**config.mk**
```make
export PLATFORM = sky130hd
export DESIGN_NAME = ram_initiator
export DESIGN_NICKNAME = d
export VERILOG_FILES = /design/src/rtl/ram_initiator.sv
export SDC_FILE = /design/constraint.sdc
export NUM_CORES = 1
export LEC_CHECK = 0
export CORE_MARGIN = 2
export CORE_UTILIZATION = 46
export DETAILED_ROUTE_END_ITERATION = 16
export MAX_ROUTING_LAYER = met4
export PLACE_DENSITY = 0.79
export SYNTH_ARGS = -nofsm -noshare
export SYNTH_HDL_FRONTEND = slang
export SYNTH_SLANG_ARGS = --single-unit
```
**constraint.sdc**
```tcl
create_clock -name clk -period 2.3 [get_ports clk]
set_input_delay 0.46 -clock clk [delete_from_list [all_inputs] [get_ports clk]]
set_output_delay 0.46 -clock clk [all_outputs]
set_load 0.02 [all_outputs]
```
**src/rtl/ram_initiator.sv**
```systemverilog
// Command-driven initiator for the 16x4 synchronous single-port RAM: host valid/ready commands,
// write-data and read-response streams. Define RAM_INITIATOR_WRVERIFY_EN for write read-back checks.
module ram_initiator #(
  parameter int unsigned AW   = 4,
  parameter int unsigned DW   = 4,
  parameter int unsigned LENW = 4
) (
  input  logic            clk,
  input  logic            rst,
  input  logic            cmd_valid,
  output logic            cmd_ready,
  input  logic            cmd_wr,
  input  logic [AW-1:0]   cmd_addr,
  input  logic [LENW-1:0] cmd_len,
  input  logic            wd_valid,
  output logic            wd_ready,
  input  logic [DW-1:0]   wd_data,
  output logic            rsp_valid,
  input  logic            rsp_ready,
  output logic [DW-1:0]   rsp_data,
  output logic            rsp_last,
  output logic            mem_en,
  output logic            mem_wr,
  output logic [AW-1:0]   mem_addr,
  output logic [DW-1:0]   mem_wdata,
  input  logic [DW-1:0]   mem_rdata,
  output logic            busy,
  output logic            wr_err
);

  typedef enum logic [2:0] {
    StIdle, StWrite, StRdIssue, StRdCapture, StRdResp, StWvIssue, StWvCheck
  } state_e;

  state_e          state_q, state_d;
  logic [AW-1:0]   cur_addr_q, cur_addr_d;
  logic [LENW-1:0] len_q, len_d;
  logic [LENW-1:0] beat_q, beat_d;
  logic            rsp_valid_q, rsp_valid_d;
  logic [DW-1:0]   rsp_data_q, rsp_data_d;
  logic            rsp_last_q, rsp_last_d;
  logic            last_beat;

`ifdef RAM_INITIATOR_WRVERIFY_EN
  logic            wr_err_q, wr_err_d;
  logic [DW-1:0]   wv_data_q, wv_data_d;
`endif

  assign last_beat = (beat_q == len_q);

  always_comb begin
    state_d     = state_q;
    cur_addr_d  = cur_addr_q;
    len_d       = len_q;
    beat_d      = beat_q;
    rsp_valid_d = rsp_valid_q;
    rsp_data_d  = rsp_data_q;
    rsp_last_d  = rsp_last_q;
`ifdef RAM_INITIATOR_WRVERIFY_EN
    wr_err_d    = wr_err_q;
    wv_data_d   = wv_data_q;
`endif
    cmd_ready   = 1'b0;
    wd_ready    = 1'b0;
    mem_en      = 1'b0;
    mem_wr      = 1'b0;
    mem_wdata   = '0;

    unique case (state_q)
      StIdle: begin
        cmd_ready = 1'b1;
        if (cmd_valid) begin
          cur_addr_d = cmd_addr;
          len_d      = cmd_len;
          beat_d     = '0;
`ifdef RAM_INITIATOR_WRVERIFY_EN
          wr_err_d   = 1'b0;
`endif
          state_d    = cmd_wr ? StWrite : StRdIssue;
        end
      end
      StWrite: begin
        wd_ready = 1'b1;
        if (wd_valid) begin
          mem_en    = 1'b1;
          mem_wr    = 1'b1;
          mem_wdata = wd_data;
`ifdef RAM_INITIATOR_WRVERIFY_EN
          wv_data_d = wd_data;
          state_d   = StWvIssue;
`else
          if (last_beat) begin
            state_d = StIdle;
          end else begin
            cur_addr_d = cur_addr_q + AW'(1);
            beat_d     = beat_q + LENW'(1);
          end
`endif
        end
      end
      StWvIssue: begin
        mem_en  = 1'b1;
        state_d = StWvCheck;
      end
      StWvCheck: begin
`ifdef RAM_INITIATOR_WRVERIFY_EN
        if (mem_rdata != wv_data_q) wr_err_d = 1'b1;
`endif
        if (last_beat) begin
          state_d = StIdle;
        end else begin
          cur_addr_d = cur_addr_q + AW'(1);
          beat_d     = beat_q + LENW'(1);
          state_d    = StWrite;
        end
      end
      StRdIssue: begin
        mem_en  = 1'b1;
        state_d = StRdCapture;
      end
      StRdCapture: begin
        // RAM output is valid exactly one cycle after the issue cycle.
        rsp_data_d  = mem_rdata;
        rsp_valid_d = 1'b1;
        rsp_last_d  = last_beat;
        state_d     = StRdResp;
      end
      StRdResp: begin
        if (rsp_ready) begin
          rsp_valid_d = 1'b0;
          rsp_last_d  = 1'b0;
          if (rsp_last_q) begin
            state_d = StIdle;
          end else begin
            cur_addr_d = cur_addr_q + AW'(1);
            beat_d     = beat_q + LENW'(1);
            state_d    = StRdIssue;
          end
        end
      end
      default: state_d = StIdle;
    endcase

    // Keep the RAM quiet while reset is held, whatever state we were in.
    if (rst) begin
      mem_en = 1'b0;
      mem_wr = 1'b0;
    end
  end

  always_ff @(posedge clk) begin
    if (rst) begin
      state_q     <= StIdle;
      cur_addr_q  <= '0;
      len_q       <= '0;
      beat_q      <= '0;
      rsp_valid_q <= 1'b0;
      rsp_data_q  <= '0;
      rsp_last_q  <= 1'b0;
`ifdef RAM_INITIATOR_WRVERIFY_EN
      wr_err_q    <= 1'b0;
      wv_data_q   <= '0;
`endif
    end else begin
      state_q     <= state_d;
      cur_addr_q  <= cur_addr_d;
      len_q       <= len_d;
      beat_q      <= beat_d;
      rsp_valid_q <= rsp_valid_d;
      rsp_data_q  <= rsp_data_d;
      rsp_last_q  <= rsp_last_d;
`ifdef RAM_INITIATOR_WRVERIFY_EN
      wr_err_q    <= wr_err_d;
      wv_data_q   <= wv_data_d;
`endif
    end
  end

  assign mem_addr  = rst ? '0 : cur_addr_q;
  assign rsp_valid = rsp_valid_q;
  assign rsp_data  = rsp_data_q;
  assign rsp_last  = rsp_last_q;
  assign busy      = (state_q != StIdle);
`ifdef RAM_INITIATOR_WRVERIFY_EN
  assign wr_err    = wr_err_q;
`else
  assign wr_err    = 1'b0;
`endif

endmodule

```
==> metrics.md <==
| Metric | Value |
|---|---|
| Area contributors post-synth | dfxtp_1 32%, mux2i_1 9.1%, nor2_1 4.0% |
| Clock share of power | 18.1% |
| Crit path cell chain | buf_4 > or3_1 > clkdlybuf4s50_1 |
| Port Buffer Count | 40 |
| Status | completed |
| Combinational share of power | 40.3% |
| Initial antenna violation count | 0 |
| Placer congestion estimate | 0.879 |
| Routed length per instance | 13.8 um |
| Synth unique cells | 54 |
| HPWL after DPL | 2490 um |
| Core Rows | 19 |
| Antenna Nets Post-Route | 0 |
| DIE AREA | roughly 3300 sq um |
| Fraction of layout cells with a size suffix above 1 | between 15 and 20% |
| Startpoint Class | flop |
| Post-synth EDFFs | 0 |
| Initial Util | 48.4% |
| Synth Warn # | 0 |
| Sw power | 0.342 mW |
| Post-Synthesis Cells | 149 |
| Net Sw Frac | approximately 35% |
| # setup viols final | 0 |
| P_leak | 0.854 nW |
| Pins Over Slew Limit | 0 |
| Via count of the routed design | 1257 |
| GR Util All Layers | 20.8% |
| Final Cycle Share | 97.2% |
| Met1 Usage GRT | 24.7% |
| Tot Pwr | 0.989 mW |
| Detailed Route WL | 3130 um |
| First-pass GRT wire length | 5280 um |
| Setup Skew | 1.92 ps |
| CTS tree | yes |
| CP max-delay cell | clkdlybuf4s50_1 |
| Layout area overhead | 37.8% |
| Fin worst setup slack | 64.7 ps |
| Hold_buf cts | 0 |
| RSZ-0062 raised after global routing | no |
| Hold crit path type | reg2reg |
| PD cells | 543 nW/um^2 |
| Worst slack, placed | -30.0 ps |
| Fin crit period | 2240 ps |
| Synth Cell Area | 1320 sq um |
| Maximum VDD drop | 0.454 mV |
| Remaining DRCs | 0 |
| Number of synthesized register bits | 21 |
| Post-CTS sizing | 8 |
| Mapped Nets | 173 |
| Router iterations before antenna repair | 4 |
| Final nets | 221 |
| Buf+Inv Stages, Crit Path | 2 |
| Vias in the first global route | about 1200 |
| GR Overflow Total | 0 |
| ANT cells | 0 |
| CTS Buffer Depth | 2 |
| Peak fanout along the critical path | 12 |
| R2r setup slk | 570 ps |
| Seq/Total Area, Yosys | 31.8% |
| CORE AREA | 2730 sq um |
| Critical path's top delay family | buffers and inverters |
| Global route hottest layer | met2 |
| CTS clock-pin slew for the worst setup and hold paths | ~120 ps |
| CTS H-Tree Depth | 1 |
| Crit Path Category | reg2out |
| Iteration-0 DRC Markers | 41 |
| Met3 usage in global routing | 3.13% |
| IO Pins | 42 |
| Clock latency on the worst-skew pair | approximately 310 ps |
| Final Hold Fails | 0 |
| Max-cap viol count | 0 |
| Avg Cell Area, Syn | about 9 sq um |
| FILL cells | 228 |
| Int Power | 0.647 mW |
| CTS Buf Count | 3 |
| CP Data Required Time | 1840 ps |
| Width of the die | 57.6 um |
| Crit path DAT | between 1500 and 2000 ps |
| Die Y | 57.6 um |
| Top cell type's share of synthesized area | 31.8% |
| Crit end category | output pin |
| CTS root buffer | clkbuf_4 |
| Met2 Use GR | 34.6% |
| Asr flop ratio synth | 0% |
| Avg Vias per Cell | between 5 and 6 |
| Max Fclk | 447 MHz |
| # clock sinks | 21 |
| Slowest stage delay, CP | 550 ps |
| Multi-input logic area | 815 sq um |
| Cell taking the most area after synthesis | dfxtp_1 |
| Sequential share of power | 41.6% |
| Postcts setup bufs | 0 |
| Pin count of the biggest net entering global routing | 15 |
| Sequential Area | 420 sq um |
| Ys flop type | dfxtp_1 |
## final timing paths
path                   endpoint       start  depth (start not counted)
setup / recovery           busy  state_q[2]                          3
setup reg to reg  cur_addr_q[2]  state_q[2]                          5
hold / removal        rsp_valid   rsp_valid                          2
hold reg to reg       rsp_valid   rsp_valid                          2
## power groups by stage
| stage | Combinational (mW) | Clock [mW] | Sequential, mW |
|---|---|---|---|
| global route | 0.435 | 0.198 | 0.416 |
| floorplan | 0.265 | 0 | 0.421 |
| finish | 0.398 | 0.179 | 0.412 |
| detailed placement | 0.407 | 0 | 0.420 |
| global placement | 0.399 | 0 | 0.419 |
| CTS | 0.402 | 0.187 | 0.412 |
## flip-flops by register name, summed over array words and instances, names as in the netlist
| register | cells |
|---|---|
| rsp_last | 1 |
| beat_q | 4 |
| cur_addr_q | 4 |
| len_q | 4 |
| rsp_data | 4 |
| rsp_valid | 1 |
| state_q | 3 |
## cell usage in the layout (no fill, tap or decap), drive strengths merged, types with 2 or more instances in the layout
cell	instances
a21oi	8
a221oi	2
and3	5
and4	2
buf	11
clkbuf	3
clkdlybuf4s50	28
clkinv	2
dfxtp	21
dlygate4sd2	8
dlymetal6s2s	4
ha	2
inv	8
mux2i	12
nand2	7
nand3	9
nand4	2
nor2	14
nor2b	4
o211ai	2
o21ai	7
o221ai	3
o22ai	2
o32ai	3
or2	3
or3	2
xnor2	4
## Yosys cell counts (3+ instances only)
cell,n
buf_2,3
xnor2_1,4
nor2b_1,4
a21oi_1,7
nand3_1,9
nor2_1,14
o21ai_0,5
inv_1,7
nand2_1,6
and3_1,5
dfxtp_1,21
mux2i_1,12
## through the flow
| stage | TNS, ps | instances | hold WS, ps | util, % | instance area [sq um] |
|---|---|---|---|---|---|
| final | 0 | 227 | 473 | 66.7 | 1820 |
| after global routing | 0 | 227 | 506 | 66.7 | 1820 |
| after CTS | 0 | 227 | 480 | 66.3 | 1810 |
| after detailed placement | -117 | 223 | 466 | 65.7 | 1800 |
| after global placement | -71.0 | 223 | 450 | 65.7 | 1800 |
| after floorplan | 0 | 149 | 474 | - | 1320 |
## worst min-delay path, delay by kind of cell (launching register included)
family / cells / cell delay, ps
flip-flops: 1 / 330
AND/OR/NAND/NOR: 1 / 50
AO/OA/AOI/OAI: 1 / 60
## routing by layer
metal	up-vias	share of wire, %
li1	634	-
met1	570	44
met3	8	5.5
met5	-	0
met4	0	2.9
met2	45	47
## cell type report
class | count | share of cell area [%]
clock buffer | 3 | 1.24
clock inverter | 1 | 0.275
inverter | 9 | 2.13
timing repair buffer | 51 | 26.5
multi-input combinational | 111 | 44.7
sequential | 21 | 23.1
tap | 31 | 2.13
## cell families (layout without fill, tap and decap cells)
family / Yosys count / after routing / share of synthesized area (%)
mux: 13 / 13 / 9.93
flops: 21 / 21 / 31.8
simple gates: 55 / 55 / 23.7
xor+xnor: 4 / 4 / 2.65
compound gates: 36 / 36 / 23.1
other cells: 1 / 1 / 0.284
buf+inv: 17 / 64 / 6.62
fa+ha+maj: 2 / 2 / 1.89
Note: power is estimated with default switching activity, not from simulation.
